**src/rtl/if_prefetch_queue_pkg.sv**
```systemverilog
// if_prefetch_queue_pkg: shared constants and FSM encoding for the fetch stage
package if_prefetch_queue_pkg;
  localparam int FETCH_Q_DEPTH = 4;
  localparam int FETCH_Q_DEPTH_LOG2 = 2;
  localparam logic [31:0] PC_RESET_VALUE = 32'h0000_0000;
  localparam logic CHIP_ENABLE = 1'b1;
  localparam logic CHIP_DISABLE = 1'b0;
  localparam logic [31:0] ZERO_WORD = 32'h0000_0000;
  typedef enum logic {FETCH_IDLE = 1'b0, FETCH_RUN = 1'b1} fetch_state_t;
endpackage

```
**src/rtl/if_prefetch_queue_fetch_fifo.sv**
```systemverilog
// fetch_fifo: synchronous FIFO with push, pop and flush plus occupancy flags
module fetch_fifo #(
  parameter int W = 64,
  parameter int DEPTH = 4
) (
  input  logic                       clk,
  input  logic                       rst,
  input  logic                       push,
  input  logic                       pop,
  input  logic                       flush,
  input  logic [W-1:0]               din,
  output logic [W-1:0]               dout,
  output logic [$clog2(DEPTH):0]     count,
  output logic                       full,
  output logic                       empty
);
  localparam int AW = $clog2(DEPTH);
  logic [W-1:0] mem [DEPTH];
  logic [AW-1:0] rd_ptr, wr_ptr;
  logic do_push, do_pop;
  assign full = count == (AW+1)'(DEPTH);
  assign empty = count == '0;
  assign do_pop = pop & ~empty & ~flush;
  assign do_push = push & (~full | do_pop) & ~flush;
  assign dout = mem[rd_ptr];
  always_ff @(posedge clk)
    if (do_push) mem[wr_ptr] <= din;
  always_ff @(posedge clk)
    if (rst | flush) begin
      rd_ptr <= '0;
      wr_ptr <= '0;
      count <= '0;
    end else begin
      if (do_push) wr_ptr <= wr_ptr + AW'(1);
      if (do_pop) rd_ptr <= rd_ptr + AW'(1);
      count <= count + (AW+1)'(do_push) - (AW+1)'(do_pop);
    end
endmodule

```
**src/rtl/if_prefetch_queue.sv**
```systemverilog
// if_prefetch_queue: PC owner and ROM driver that buffers fetched instructions for ID
module if_prefetch_queue
  import if_prefetch_queue_pkg::*;
#(
  parameter int ADDR_W = 32,
  parameter int INST_W = 32,
  parameter int DEPTH = FETCH_Q_DEPTH,
  parameter logic [ADDR_W-1:0] RESET_PC = ADDR_W'(PC_RESET_VALUE)
) (
  input  logic              clk,
  input  logic              rst,
  output logic              rom_ce_o,
  output logic [ADDR_W-1:0] rom_addr_o,
  input  logic [INST_W-1:0] rom_inst_i,
  output logic              id_valid_o,
  output logic [ADDR_W-1:0] id_pc_o,
  output logic [INST_W-1:0] id_inst_o,
  input  logic              id_ready_i,
  input  logic              branch_flag_i,
  input  logic [ADDR_W-1:0] branch_target_i,
  input  logic              flush_i,
  input  logic [ADDR_W-1:0] new_pc_i
);
  fetch_state_t state;
  logic [ADDR_W-1:0] pc, target;
  logic [ADDR_W+INST_W-1:0] head;
  logic [$clog2(DEPTH):0] count;
  logic full, empty, pop, push, redirect;
  assign redirect = flush_i | branch_flag_i;
  assign target = flush_i ? new_pc_i : branch_target_i;
  assign pop = id_valid_o & id_ready_i;
  assign push = (state == FETCH_RUN) & (~full | pop) & ~redirect;
  assign rom_ce_o = (state == FETCH_RUN) ? CHIP_ENABLE : CHIP_DISABLE;
  assign rom_addr_o = pc;
  assign id_valid_o = count != '0;
  assign id_pc_o = empty ? '0 : head[ADDR_W+INST_W-1:INST_W];
  assign id_inst_o = empty ? INST_W'(ZERO_WORD) : head[INST_W-1:0];
  // When full without a pop, pc holds so the same address is simply re-read.
  always_ff @(posedge clk)
    if (rst) begin
      state <= FETCH_IDLE;
      pc <= RESET_PC;
    end else begin
      state <= FETCH_RUN;
      pc <= redirect ? {target[ADDR_W-1:2], 2'b00} : push ? pc + ADDR_W'(4) : pc;
    end
  fetch_fifo #(.W(ADDR_W + INST_W), .DEPTH(DEPTH)) u_fifo (
    .clk(clk),
    .rst(rst),
    .push(push),
    .pop(pop),
    .flush(redirect),
    .din({pc, rom_inst_i}),
    .dout(head),
    .count(count),
    .full(full),
    .empty(empty)
  );
endmodule

```
**config.mk**
```make
export PLATFORM = sky130hd
export DESIGN_NAME = if_prefetch_queue
export DESIGN_NICKNAME = d
export VERILOG_FILES = /design/src/rtl/if_prefetch_queue_pkg.sv /design/src/rtl/if_prefetch_queue_fetch_fifo.sv /design/src/rtl/if_prefetch_queue.sv
export SDC_FILE = /design/constraint.sdc
export NUM_CORES = 1
export LEC_CHECK = 0
export BUFFER_PORTS_ARGS = -buffer_cell sky130_fd_sc_hd__buf_2
export CAP_MARGIN = 25
export CORE_MARGIN = 2
export CORE_UTILIZATION = 30
export CTS_CLUSTER_DIAMETER = 40
export CTS_CLUSTER_SIZE = 24
export DETAILED_ROUTE_END_ITERATION = 7
export GPL_TIMING_DRIVEN = 0
export PLACE_DENSITY = 0.45
export SETUP_SLACK_MARGIN = 0.15
export SLEW_MARGIN = 5
export SYNTH_ARGS = -nofsm -noshare
export SYNTH_HDL_FRONTEND = slang
export SYNTH_SLANG_ARGS = --single-unit
```
**constraint.sdc**
```tcl
create_clock -name clk -period 6.4 [get_ports clk]
set_input_delay 0.64 -clock clk [delete_from_list [all_inputs] [get_ports clk]]
set_output_delay 0.64 -clock clk [all_outputs]
set_load 0.01 [all_outputs]
```
Word-level counts from Yosys, hierarchy flattened
Memory sizes are Yosys's and may differ from the RTL's. A register that Yosys moved wholly into a read port is not among the register bits.
Index checks and enable logic that the tools add are counted.
Storage, ports and cells
  register bits after elaboration: 40
  latch bits: 0
  RAM bits: 256
  ROM bits: 0
  word-level logic and storage cells: 42
  memories kept: 1
Cells by class
  add/subtract/negate cells: 5
  multiply operators: 0
  divide/modulo/power cells: 0
  $lt $le $gt $ge: 0
  equality and inequality tests: 1
  shifts and indexed selects: 0
  mux-type cells: 11
  bitwise logic cells: 14
  reduce and logical (&&, ||, !) cells: 4
Memories
  u_fifo.mem: depth 4, bits a word 64, rd ports 1, clocked after Yosys merged registers in 1, write ports 1, line if_prefetch_queue_fetch_fifo.sv:18  | logic [W-1:0] mem [DEPTH];
Operators by type and width (number)
  $mux W32: 5
  $add A32 B3 Y32 const B: 1
  $and A1 B1 Y1: 7
  $add A2 B1 Y2 const B: 2
  $mux W1: 4
  $mux W2: 2
  $or A1 B1 Y1: 4
  $add A3 B1 Y3: 1
  $eq A3 B3 Y1 const B: 1
  $logic_not A3 Y1: 1
  $not A1 Y1: 3
  $reduce_bool A3 Y1: 1
  $sub A3 B1 Y3: 1
  $reduce_bool A2 Y1: 1
  $reduce_or A2 Y1: 1

Longest topological paths before layout
Gate-level depths: netlist (run 1).
  depth in word-level cells: 9
  gate-level depth with buffers: 9
  depth with buffers taken out: 8

By module
From an unflattened synthesis (run 1), not the netlist that was laid out.
Unflattened totals
  cell total of the unflattened synthesis: 735
  area, all modules: 12462.0 sq um
Modules (own cells, without submodules)
  fetch_fifo: times used 1, cells an instance 386, area each 9814.4 sq um
  if_prefetch_queue: times used 1, cells an instance 349, area each 2647.5 sq um

Least setup slack after synthesis (run 1)
No wires, ideal clock.
  path type: input-to-reg
  start: input branch_flag_i
  end: memory u_fifo.mem[0][0], enable pin
  arrival time: 2976 ps
  required time: 5973 ps
  path slack: 2997 ps
  stages: 4
  cells stage by stage: clkbuf_1 > nor2_1 > clkbuf_1 > and3_1
On the way
  cells in the longest elaborated chain, start to end: 8
RTL lines
  start, declared: line if_prefetch_queue.sv:19  | input logic branch_flag_i,
  $or A1 B1 Y1 *: line if_prefetch_queue.sv:29  | assign redirect = flush_i | branch_flag_i;
  $not A1 Y1 *: line if_prefetch_queue_fetch_fifo.sv:23, if_prefetch_queue_fetch_fifo.sv:24, if_prefetch_queue.sv:32
  $and A1 B1 Y1: line if_prefetch_queue_fetch_fifo.sv:23  | assign do_pop = pop & ~empty & ~flush;
  $or A1 B1 Y1: line if_prefetch_queue_fetch_fifo.sv:24  | assign do_push = push & (~full | do_pop) & ~flush;
  $and A1 B1 Y1: line if_prefetch_queue_fetch_fifo.sv:24
  $and A1 B1 Y1 *: line if_prefetch_queue_fetch_fifo.sv:24
  $mux W1 *: line if_prefetch_queue_fetch_fifo.sv:27  | if (do_push) mem[wr_ptr] <= din;
  $mux W1 (not written as such) *: line if_prefetch_queue_fetch_fifo.sv:27
  end, declared: line if_prefetch_queue_fetch_fifo.sv:18
Mark *: on every way between the ends. The rest lies on a longest branch, timed or not.

==> summary.md, run 1 <==
| Metric | Value |
|---|---|
| Run status | `complete, no violations` |
| Vias in the first global route | `7499` |
| CP Capture Type | `output pin` |
| Busiest grt layer | `met2` |
| Met3 usage | `4.30%` |
| Hold Path Depth | `1` |
| Root Buffer | `clkbuf_16` |
| Post-synth top area share | `62.7%` |
| Resize count post-CTS | `0` |
| Placer Congestion | `0.826` |
| Routed vias/inst | `4.73` |
| CTS tree | `done` |
| Share of cells above drive strength 1 | `38.0%` |
| H-tree depth | `2` |
| Clock Sink Count | `288` |
| Synthesized area per cell | `17.0 um2` |
| Initial antenna violation count | `0` |
| Netlist cell types | `61` |
| Mapped Area | `0.0119 mm2` |
| WL per Instance | `20.4 um` |
| Clock-pin transition on the worst setup and hold timing paths | `60 ps` |
| Synth Instances | `698` |
| Setup Buffers After CTS | `0` |
| Post-synth top cells | `edfxtp_1 (248), and2_1 (65), mux4_2 (62)` |
| Most used DFF post-synth | `edfxtp_1` |
| Synth-to-layout area growth | `28.5%` |
| Final WL | `30.7 mm` |
| Yosys top cell by area | `edfxtp_1` |
| Worst hold path type | `input port to register` |
| Antenna fix cells | `0` |
| Hold path startpoint | `rom_inst_i[8]` |
| Clock latency at the later pin of the worst-skew pair | `580 ps` |
| Max-cap violations | `0` |
| Worst R2R Start | `u_fifo.count[1]` |
| Worst slack at placement | `2970 ps` |
| Finished Core Util | `39.3%` |
| Met1 global-route usage | `20.8%` |
| Die width | `203 um` |
| Initial core utilization | `30.6%` |
| Cts bufs inserted | `48` |
| Final slew viol count | `0` |
| CTS Hold Bufs | `0` |
| IO Count | `199` |
| Register area share after synthesis | `69.4%` |
| Hold Path End | `u_fifo.mem[0][8]` |
| Worst-Margin Slew | `952 ps` |
| CP Launch Type | `register` |
| Yosys warnings | `0` |
| Fin. Hold Viols | `0` |
| Yosys reg bits | `288` |
| Total Nets Final | `1052` |
| Total power | `0.00487 W` |
| Final period utilization | `54.9%` |
| Total gr overflow | `0` |
| Met2 usage | `23.9%` |
| Post-synth EDFFs | `248` |
| Crit-path max FO | `10` |
| DP Wirelength | `20.1 mm` |
| Area contributors post-synth | `edfxtp_1 (63%), mux4_2 (12%), dfxtp_1 (6.7%)` |
| GRT Util Overall | `15.2%` |
| Buffers on Ports | `188` |
| R2r setup slk | `3700 ps` |
| Largest net degree at the start of global routing | `45` |
| Final WS setup | `2880 ps` |
| Rel. slew slack | `36.3%` |
| # rows | `72` |
| Async set-reset flop share out of synthesis | `0%` |
| Drt pass-1 iters | `6` |
| P per Cell Area | `319 mW/mm2` |
| # fillers | `3681` |
| WP data required | `5760 ps` |
| Count leader, synth | `edfxtp_1` |
| 1st-iter DRT viols | `283` |
| Cells on worst reg2reg path | `9` |
| First-pass GRT wire length | `46.6 mm` |
| Die span in y | `203 um` |
| Worst vdd ir | `0.000216 V` |
| Unrepaired setup endpoints after global routing | `false` |
| Worst R2R End | `u_fifo.count[2]` |
| Arrival time worst endpoint | `2880 ps` |
| Vias post-DR | `7099` |
| Core Region | `0.0388 mm2` |
| Final ANT Viol Nets | `0` |
| Final setup violating endpoints | `0` |
| Minimum clock period | `3520 ps` |
| WS Path Type | `register to output pin` |
| Setup TNS | `0 ps` |
| DRC viols | `0` |
| Fmax | `284 MHz` |
| Fin Clk Skew | `31.2 ps` |
| Clock Tree Buf Depth | `3` |
| Die area | `0.0412 mm2` |
| LEAKAGE | `5.52 nW` |
state kept, by name, summed over array words and instances, names as in the netlist, named ones only:
name and flops:
u_fifo.mem 248, rom_addr_o 30, u_fifo.count 3, u_fifo.rd_ptr 2, u_fifo.wr_ptr 2, state 1
cell usage in the layout, fill, tap and decap left out, types with 4 or more instances in the layout:
cell and count:
mux2i_1 5, o21ai_0 9, o21a_1 4, clkinv_2 4, buf_2 196, nor3_1 7
clkinv_1 5, clkinvlp_4 10, a22oi_1 6, o22ai_1 18, inv_1 12, ha_1 7
and2_1 65, a21oi_1 12, and3_1 4, buf_16 4, nand3_1 13, and3_4 4
clkbuf_16 50, nor2b_1 4, inv_6 6, a211oi_1 10, nand4_1 9, dfxtp_1 40
nand2_1 21, edfxtp_1 248, conb_1 4, nor2_1 21, buf_4 5, mux4_2 62
nor4_1 4, xnor2_1 15, clkinv_4 5, bufinv_16 4, clkbuf_1 30, xor2_1 9
per-layer routing:
metal	part of all wire [%]	wire [um]
met2	46	14100
met5	0	0
met4	1.7	509
met3	6.9	2130
met1	46	14000
where the power goes:
part	switching [W]	internal, W	total [W]
logic	0.0000991	0.0000791	0.000178
clock network	0.000955	0.00162	0.00257
registers	0.0000487	0.00208	0.00212
total	0.00110	0.00377	0.00487
logic make-up after synthesis:
group                    share of synthesized area (%)
XOR/XNOR                                          1.77
AND/OR/NAND/NOR                                   8.97
AO/OA/AOI/OAI                                     4.43
adder cells (fa/ha/maj)                          0.906
other                                           0.0316
buffers and inverters                             2.17
multiplexers                                      12.3
flip-flops                                        69.4
worst max-delay path: stages (launching register included):
cell and delay (ps):
dfxtp_1 300, clkbuf_1 550, buf_2 480, mux4_2 610, and2_1 230, buf_2 150
area by class of cell:
type / count / area, um2 / area share [%]
buffer: 43 / 205 / 1.34
tap: 518 / 648 / 4.25
multi-input combinational: 356 / 3410 / 22.3
inverter: 14 / 52.6 / 0.344
timing repair buffer: 192 / 1050 / 6.89
clock buffer: 52 / 1260 / 8.25
clock inverter: 38 / 393 / 2.57
sequential: 288 / 8250 / 54.0
worst max path at each step:
stage | to | slack [ps] | cells past startpoint
finish | id_pc_o[12] | 2880 | 5
global route | id_pc_o[12] | 2620 | 5
CTS | id_pc_o[12] | 2700 | 5
detailed placement | u_fifo.mem[0][30] | 2970 | 5
global placement | u_fifo.mem[0][27] | 780 | 4
floorplan | u_fifo.mem[0][0] | 3000 | 4
stage by stage:
stage,cell area [um2],hold slack [ps],cells
floorplan,11900,469,701
global placement,13500,487,1407
detailed placement,13600,495,1411
CTS,15300,241,1501
global route,15300,257,1501
finish,15300,282,1501
(Power assumes the default switching activity.)
==> run 2: changes to the inputs <==
--- a/config.mk
+++ b/config.mk
@@ -5,6 +5,7 @@
 export SDC_FILE = /design/constraint.sdc
 export NUM_CORES = 1
 export LEC_CHECK = 0
+export ABC_AREA = 1
 export BUFFER_PORTS_ARGS = -buffer_cell sky130_fd_sc_hd__buf_2
 export CAP_MARGIN = 25
 export CORE_MARGIN = 2
==> constraint.sdc (replaced) <==
create_clock -name clk -period 3.66 [get_ports clk]
set_input_delay 0.366 -clock clk [delete_from_list [all_inputs] [get_ports clk]]
set_output_delay 0.366 -clock clk [all_outputs]
set_load 0.01 [all_outputs]
==> run 2 against run 1 <==
Clock skew fell by 13 ps. Synthesized cell count rose by 78%. Combinational power rose by 100%. Clock power rose by 71%. Area after synthesis rose by 5.2%. Design area rose by 5.4%. First-iteration DRC count rose by 77%. Power rose by 74%. Sequential cell count did not move. Global-route usage rose by 1.3 points. Core utilization fell by 0.079 points.
==> summary.md, run 2 <==
| Metric | Value |
|---|---|
| Clock Tree Buf Depth | `3 (unchanged)` |
| Synth Instances | `1243 (+78%)` |
| Worst hold path type | `input port to register` |
| Cell area after layout | `0.0161 mm2 (+5.4%)` |
| DRC viols | `0 (unchanged)` |
| Drt pass-1 iters | `4 (-2)` |
| Flop pwr share | `44.0% (+0.4 points)` |
| Cells on worst reg2reg path | `11 (+2)` |
| Clock latency at the later pin of the worst-skew pair | `560 ps (-20 ps)` |
| Worst R2R End | `u_fifo.count[2]` |
| Crit-path slowest cell | `clkbuf_1` |
| Routed vias/inst | `4.55 (-3.7%)` |
| CTS Hold Bufs | `17 (+17)` |
| Vias in the first global route | `9343 (+25%)` |
| Largest net degree at the start of global routing | `26 (-42%)` |
| Run status | `complete, no violations` |
| Part of the power in combinational logic | `4.2% (+0.5 points)` |
| DP Wirelength | `23.8 mm (+18%)` |
| Most common cell after layout, fill and taps aside | `nor2_1` |
| Root Buffer | `clkbuf_16` |
| Sw Pwr | `0.00195 W (+77%)` |
| WL per Instance | `17.4 um (-15%)` |
| Most used DFF post-synth | `edfxtp_1` |
| Rel. slew slack | `42.6% (+6.3 points)` |
| R2r setup slk | `940 ps (-2760 ps)` |
| IO Count | `199 (unchanged)` |
| P per Cell Area | `527 mW/mm2 (+65%)` |
| Synthesized area per cell | `10.1 um2 (-41%)` |
| Cts bufs inserted | `47 (-2.1%)` |
| Final ANT Viol Nets | `0 (unchanged)` |
| Final hold slack | `30.2 ps (-251 ps)` |
| Fin. Hold Viols | `0 (unchanged)` |
| Mapped Area | `0.0125 mm2 (+5.2%)` |
| Netlist cell types | `29 (-52%)` |
| Reg with most FFs | `u_fifo.mem` |
| WP data required | `3290 ps (-2470 ps)` |
| Share of cells above drive strength 1 | `22.2% (-16 points)` |
| Placer Congestion | `0.776 (-6.0%)` |
| Highest cell delay on the worst timing path | `440 ps (-170 ps)` |
| Synth-to-layout area growth | `28.7%` |
| Unrepaired setup endpoints after global routing | `false` |
| Fmax | `326 MHz` |
| Most frequent cells in the layout | `nor2_1 (369), edfxtp_1 (248), buf_2 (215)` |
| Clock Sink Count | `288 (unchanged)` |
| Post-synth top area share | `59.6% (-3.1 points)` |
| Worst-Margin Slew | `859 ps (-93.3 ps)` |
| Clock power share | `51.8% (-0.9 points)` |
| CP Capture Type | `output pin` |
| Max FFs per register | `248 (unchanged)` |
| Total gr overflow | `0 (unchanged)` |
| LEAKAGE | `6.15 nW (+11%)` |
| Count leader, synth | `nor2_1` |
| Cells along the critical path | `buf_2, inv_2, buf_4, clkbuf_1, o21ai_0, a21oi_1, buf_2` |
| Vias post-DR | `9471 (+33%)` |
| Final WL | `36.1 mm (+18%)` |
| Die area | `0.0433 mm2 (+5.1%)` |
| GRT Util Overall | `16.6% (+1.3 points)` |
| H-tree depth | `2 (unchanged)` |
| Hold Path End | `u_fifo.mem[2][29]` |
| Int Pwr | `0.00652 W (+73%)` |
| CP dominant cell by count | `buf_2` |
| Final period utilization | `83.8%` |
| Post-synth EDFFs | `248 (unchanged)` |
| Worst vdd ir | `0.000261 V (+21%)` |
| Post-synth top cells | `nor2_1 (373), edfxtp_1 (248), o21ai_0 (165)` |
| Final setup violating endpoints | `0 (unchanged)` |
| Placed inst area | `0.0143 mm2 (+5.3%)` |
| CTS tree | `done` |
| Yosys top cell by area | `edfxtp_1` |
| Fin Clk Skew | `17.9 ps (-13.3 ps)` |
| Hold path startpoint | `rom_inst_i[29]` |
| WS Path Type | `register to output pin` |
| CP Launch Type | `register` |
| Async set-reset flop share out of synthesis | `0% (unchanged)` |
| Setup Buffers After CTS | `0 (unchanged)` |
| Die width | `208 um (+2.5%)` |
| Hold Path Depth | `1 (unchanged)` |
| Minimum clock period | `3070 ps` |
| Core Region | `0.0410 mm2 (+5.6%)` |
| Initial antenna violation count | `0 (unchanged)` |
| Register area share after synthesis | `66.0% (-3.4 points)` |
| Arrival time worst endpoint | `2700 ps (-180 ps)` |
| Buffers on Ports | `190 (+1.1%)` |
| # rows | `74 (+2.8%)` |
| Total power | `0.00848 W (+74%)` |
| Worst R2R Start | `u_fifo.count[1]` |
| 1st-iter DRT viols | `501 (+77%)` |
| Area contributors post-synth | `edfxtp_1 (60%), nor2_1 (11%), o21ai_0 (6.6%)` |
| Antenna fix cells | `0 (unchanged)` |
| Die span in y | `208 um (+2.5%)` |
| Crit-path max FO | `10 (unchanged)` |
| Yosys reg bits | `288 (unchanged)` |
| Clock-pin transition on the worst setup and hold timing paths | `50 ps (about the same)` |
| Max-cap violations | `0 (unchanged)` |
| Setup TNS | `0 ps (unchanged)` |
| Yosys warnings | `0 (unchanged)` |
| Total Nets Final | `1619 (+54%)` |
| Initial core utilization | `30.5% (-0.12 points)` |
| Resize count post-CTS | `0 (unchanged)` |
| Final slew viol count | `0 (unchanged)` |
| Sw frac | `23.1% (+0.43 points)` |
| First-pass GRT wire length | `54.6 mm (+17%)` |
-- run 2: changes by cell type in the layout (fill, tap and decap cells not counted), sizes merged, moves of 10 or more --
cell / delta
a211oi: -10
a21oi: +99
and2: -64
buf: +27
dlygate4sd3: +17
inv: +41
mux4: -62
nand2: +84
nand3: +24
nand4: -13
nor2: +366
o21ai: +153
o22ai: -18
xnor2: -12
-- run 2: per-layer routing --
layer | global-route usage (%) | vias up | wire [um]
li1 | - | 4806 | -
met1 | 21.3 | 4356 | 16400
met2 | 27.5 | 255 | 17000
met3 | 4.29 | 54 | 2010
met4 | 4.91 | 0 | 745
met5 | 0 | - | 0
-- run 2: worst max-delay path by stage --
stage,slack (ps),cells after the start,endpoint,startpoint
finish,590,7,id_pc_o[16],register
global route,450,7,id_pc_o[17],register
CTS,500,7,id_pc_o[16],register
detailed placement,910,11,u_fifo.count[2],u_fifo.count[1]
global placement,-3190,6,u_fifo.mem[3][4],flush_i
floorplan,-300,5,u_fifo.mem[0][0],branch_flag_i
-- run 2: cell families (layout without fill, tap and decap cells) --
kind of cell / after synthesis / in the layout / synth area share, %
xor gates and xnor gates: 5 / 5 / 0.350
and+or+nand+nor: 535 / 535 / 17.2
adders and majority gates: 8 / 8 / 0.861
AOI/OAI and AO/OA: 284 / 284 / 11.5
DFF: 288 / 288 / 66.0
buffers and inverters: 122 / 424 / 4.12
other: 1 / 4 / 0.0300
-- run 2: power groups by stage --
stage / clock network [W] / registers [W] / logic [W]
6_report: 0.00439 / 0.00373 / 0.000358
5_1_grt: 0.00466 / 0.00374 / 0.000405
4_1_cts: 0.00451 / 0.00373 / 0.000363
3_5_place_dp: 0 / 0.00380 / 0.000346
3_3_place_gp: 0 / 0.00380 / 0.000336
2_1_floorplan: 0 / 0.00377 / 0.000169
-- run 2: final cells by class --
class                   count  area, um2
flip-flops and latches    288       8250
repair buffers            215       1290
multi-input cells         836       3780
clock inverters            36        382
inverters                  52        195
plain buffers              70        320
fillers                  4138      24900
well taps                 532        666
clock buffers              51       1210
-- run 2: critical path: cells and delay by family, from the launching register on --
kind / cells / cell delay [ps]
AO/OA/AOI/OAI: 2 / 520
buffers and inverters: 5 / 1310
flip-flops: 1 / 300
-- run 2: per-stage QoR --
stage               worst slack [ps]  instances  util (%)
CTS                              505       2080      39.2
finish                           593       2080      39.2
detailed placement               913       1976      34.9
global route                     454       2080      39.2
global placement               -3190       1968      34.4
floorplan                       -300       1246         -
==> run 3: changes to the inputs <==
--- a/config.mk
+++ b/config.mk
@@ -5,7 +5,7 @@
 export SDC_FILE = /design/constraint.sdc
 export NUM_CORES = 1
 export LEC_CHECK = 0
-export ABC_AREA = 1
+export ABC_AREA = 0
 export BUFFER_PORTS_ARGS = -buffer_cell sky130_fd_sc_hd__buf_2
 export CAP_MARGIN = 25
 export CORE_MARGIN = 2
@@ -14,7 +14,7 @@
 export CTS_CLUSTER_SIZE = 24
 export DETAILED_ROUTE_END_ITERATION = 7
 export GPL_TIMING_DRIVEN = 0
-export PLACE_DENSITY = 0.45
+export PLACE_DENSITY = 0.47
 export SETUP_SLACK_MARGIN = 0.15
 export SLEW_MARGIN = 5
 export SYNTH_ARGS = -nofsm -noshare
==> constraint.sdc (replaced) <==
create_clock -name clk -period 2.8 [get_ports clk]
set_input_delay 0.28 -clock clk [delete_from_list [all_inputs] [get_ports clk]]
set_output_delay 0.28 -clock clk [all_outputs]
set_load 0.01 [all_outputs]
==> run 3 against run 2 <==
Critical path depth decreased by 2. Wire length down 11%. Combinational power increased by 31%. Clock-buffer cell count decreased by 1. Die area is 4.9% lower. Power increased by 33%. Clock power up 36%. Via count fell by 23%. Core utilization increased by 1.5 points. Sequential share of layout area increased by 0.92 points. Sequential cell count did not move.
==> summary.md, run 3 (synthesis gave the netlist of run 1 again) <==
| Metric | Value |
|---|---|
| Run status | `complete, no violations` |
| Total Nets Final | `1097 (-32%)` |
| WP data required | `2520 ps (-770 ps)` |
| Routed vias/inst | `4.72 (+3.7%)` |
| Buffers on Ports | `188 (-1.1%)` |
| Unrepaired setup endpoints after global routing | `true` |
| DRC viols | `0 (unchanged)` |
| H-tree depth | `2 (unchanged)` |
| Final slew viol count | `0 (unchanged)` |
| CP Capture Type | `output pin` |
| Synth-to-layout area growth | `33.0%` |
| P per Cell Area | `716 mW/mm2 (+36%)` |
| Reg with most FFs | `u_fifo.mem` |
| Die area | `0.0412 mm2 (-4.9%)` |
| CP Capture Point | `id_pc_o[12]` |
| CTS tree | `done` |
| LEAKAGE | `5.79 nW (-5.8%)` |
| Max-cap violations | `0 (unchanged)` |
| Worst hold path type | `input port to register` |
| Antenna fix cells | `0 (unchanged)` |
| Final WL | `32.1 mm (-11%)` |
| Drt pass-1 iters | `4 (unchanged)` |
| Fin. Hold Viols | `0 (unchanged)` |
| Root Buffer | `clkbuf_16` |
| Final WS setup | `237 ps (-356 ps)` |
| Clock Sink Count | `288 (unchanged)` |
| Rel. slew slack | `38.0% (-4.6 points)` |
| Die span in y | `203 um (-2.5%)` |
| Worst R2R End | `rom_addr_o[11]` |
| Total power | `0.0113 W (+33%)` |
| WL per Instance | `20.8 um (+20%)` |
| Total gr overflow | `0 (unchanged)` |
| Final setup violating endpoints | `0 (unchanged)` |
| Crit-path max FO | `10 (unchanged)` |
| Most frequent cells in the layout | `edfxtp_1 (248), buf_2 (193), and2_1 (65)` |
| # rows | `72 (-2.7%)` |
| Cells on worst reg2reg path | `6 (-5)` |
| GRT Util Overall | `15.7% (-0.85 points)` |
| Vias in the first global route | `7711 (-17%)` |
| Placer Congestion | `0.793 (+2.1%)` |
| Clock-pin transition on the worst setup and hold timing paths | `60 ps (about the same)` |
| Initial core utilization | `30.6% (+0.12 points)` |
| Worst vdd ir | `0.000364 V (+39%)` |
| 1st-iter DRT viols | `383 (-24%)` |
| Hold path startpoint | `branch_target_i[7]` |
| Clock Tree Buf Depth | `3 (unchanged)` |
| Most common cell after layout, fill and taps aside | `edfxtp_1` |
| First-pass GRT wire length | `48.0 mm (-12%)` |
| Initial antenna violation count | `1 (+1)` |
| Final cell count without fillers | `1547 (-26%)` |
| Met2 usage | `24.5% (-3.0 points)` |
| Met1 global-route usage | `21.9% (+0.59 points)` |
| Worst-Margin Slew | `926 ps (+67.3 ps)` |
| Worst slack at placement | `-210 ps (-1120 ps)` |
| CP Launch Type | `register` |
| Busiest grt layer | `met2` |
| Fmax | `390 MHz` |
| Largest net degree at the start of global routing | `45 (+73%)` |
| R2r setup slk | `320 ps (-620 ps)` |
| Final period utilization | `91.6%` |
| Arrival time worst endpoint | `2280 ps (-420 ps)` |
| WS Path Type | `register to output pin` |
| Vias post-DR | `7305 (-23%)` |
| Setup Buffers After CTS | `0 (unchanged)` |
| Cts bufs inserted | `49 (+4.3%)` |
| IO Count | `199 (unchanged)` |
| Max FFs per register | `248 (unchanged)` |
| Core Region | `0.0388 mm2 (-5.3%)` |
| Clock latency at the later pin of the worst-skew pair | `580 ps (+20 ps)` |
| Fin Clk Skew | `15.9 ps (-1.99 ps)` |
| Worst R2R Start | `rom_addr_o[4]` |
| # fillers | `3597 (-13%)` |
| Final ANT Viol Nets | `0 (unchanged)` |
| Minimum clock period | `2560 ps` |
| Met3 usage | `3.05% (-1.2 points)` |
| Dpl cells | `1411 (-29%)` |
| DP Wirelength | `20.6 mm (-14%)` |
| Die width | `203 um (-2.5%)` |
| Share of cells above drive strength 1 | `38.1% (+16 points)` |
[run 3: cell count changes in the layout (fill, tap and decap cells not counted), sizes merged, moves of 27 or more]
cell / before / now
dlygate4sd3: 17 / 44
nor2: 387 / 21
and2: 2 / 66
a21oi: 111 / 12
mux4: 0 / 62
inv: 63 / 28
nand2: 105 / 21
o21ai: 165 / 12
[run 3: layout make-up]
| cell class | count | area (um2) | area share, % |
|---|---|---|---|
| plain buffers | 43 | 269 | 1.70 |
| clock buffers | 50 | 1230 | 7.78 |
| clock inverters | 42 | 459 | 2.90 |
| inverters | 14 | 52.6 | 0.332 |
| multi-input cells | 356 | 3410 | 21.6 |
| flip-flops and latches | 288 | 8250 | 52.2 |
| well taps | 518 | 648 | 4.10 |
| repair buffers | 236 | 1490 | 9.43 |
[run 3: worst min-delay path by stage]
stage / end / depth (start not counted)
final: rom_addr_o[7] / 3
after global routing: rom_addr_o[9] / 3
after CTS: rom_addr_o[9] / 3
after detailed placement: u_fifo.mem[0][3] / 1
after global placement: u_fifo.wr_ptr[1] / 2
after floorplan: u_fifo.mem[0][0] / 0
[run 3: through the flow]
step	setup TNS (ps)	instance area (um2)	hold WS, ps	util, %
6_report	0	15800	29.6	40.7
3_3_place_gp	-252320	13500	486	34.7
5_1_grt	0	15800	40.1	40.7
4_1_cts	0	15800	3.25	40.7
3_5_place_dp	-32750	13600	498	35.1
2_1_floorplan	0	11900	379	-
[run 3: per-layer routing]
| layer | wire [um] | part of all wire, % |
|---|---|---|
| met3 | 1540 | 4.8 |
| met2 | 14600 | 45 |
| met5 | 13 | 0.040 |
| met4 | 713 | 2.2 |
| met1 | 15300 | 48 |
[run 3: critical path, cell delays in order, from the launching register on]
cell	delay, ps
dfxtp_1	300
buf_4	240
buf_8	210
mux4_2	590
and2_1	220
buf_2	140
[run 3: repair_timing]
action,4_1_cts,5_1_grt
hold buffers,44,0
endpoints found under the setup margin,64,35
endpoints found under the hold margin,137,0
gates resized for setup,23,13
[run 3: power breakdown]
group	switching [W]	internal, W
registers	0.000112	0.00475
logic	0.000245	0.000223
clock network	0.00230	0.00369
total	0.00265	0.00866
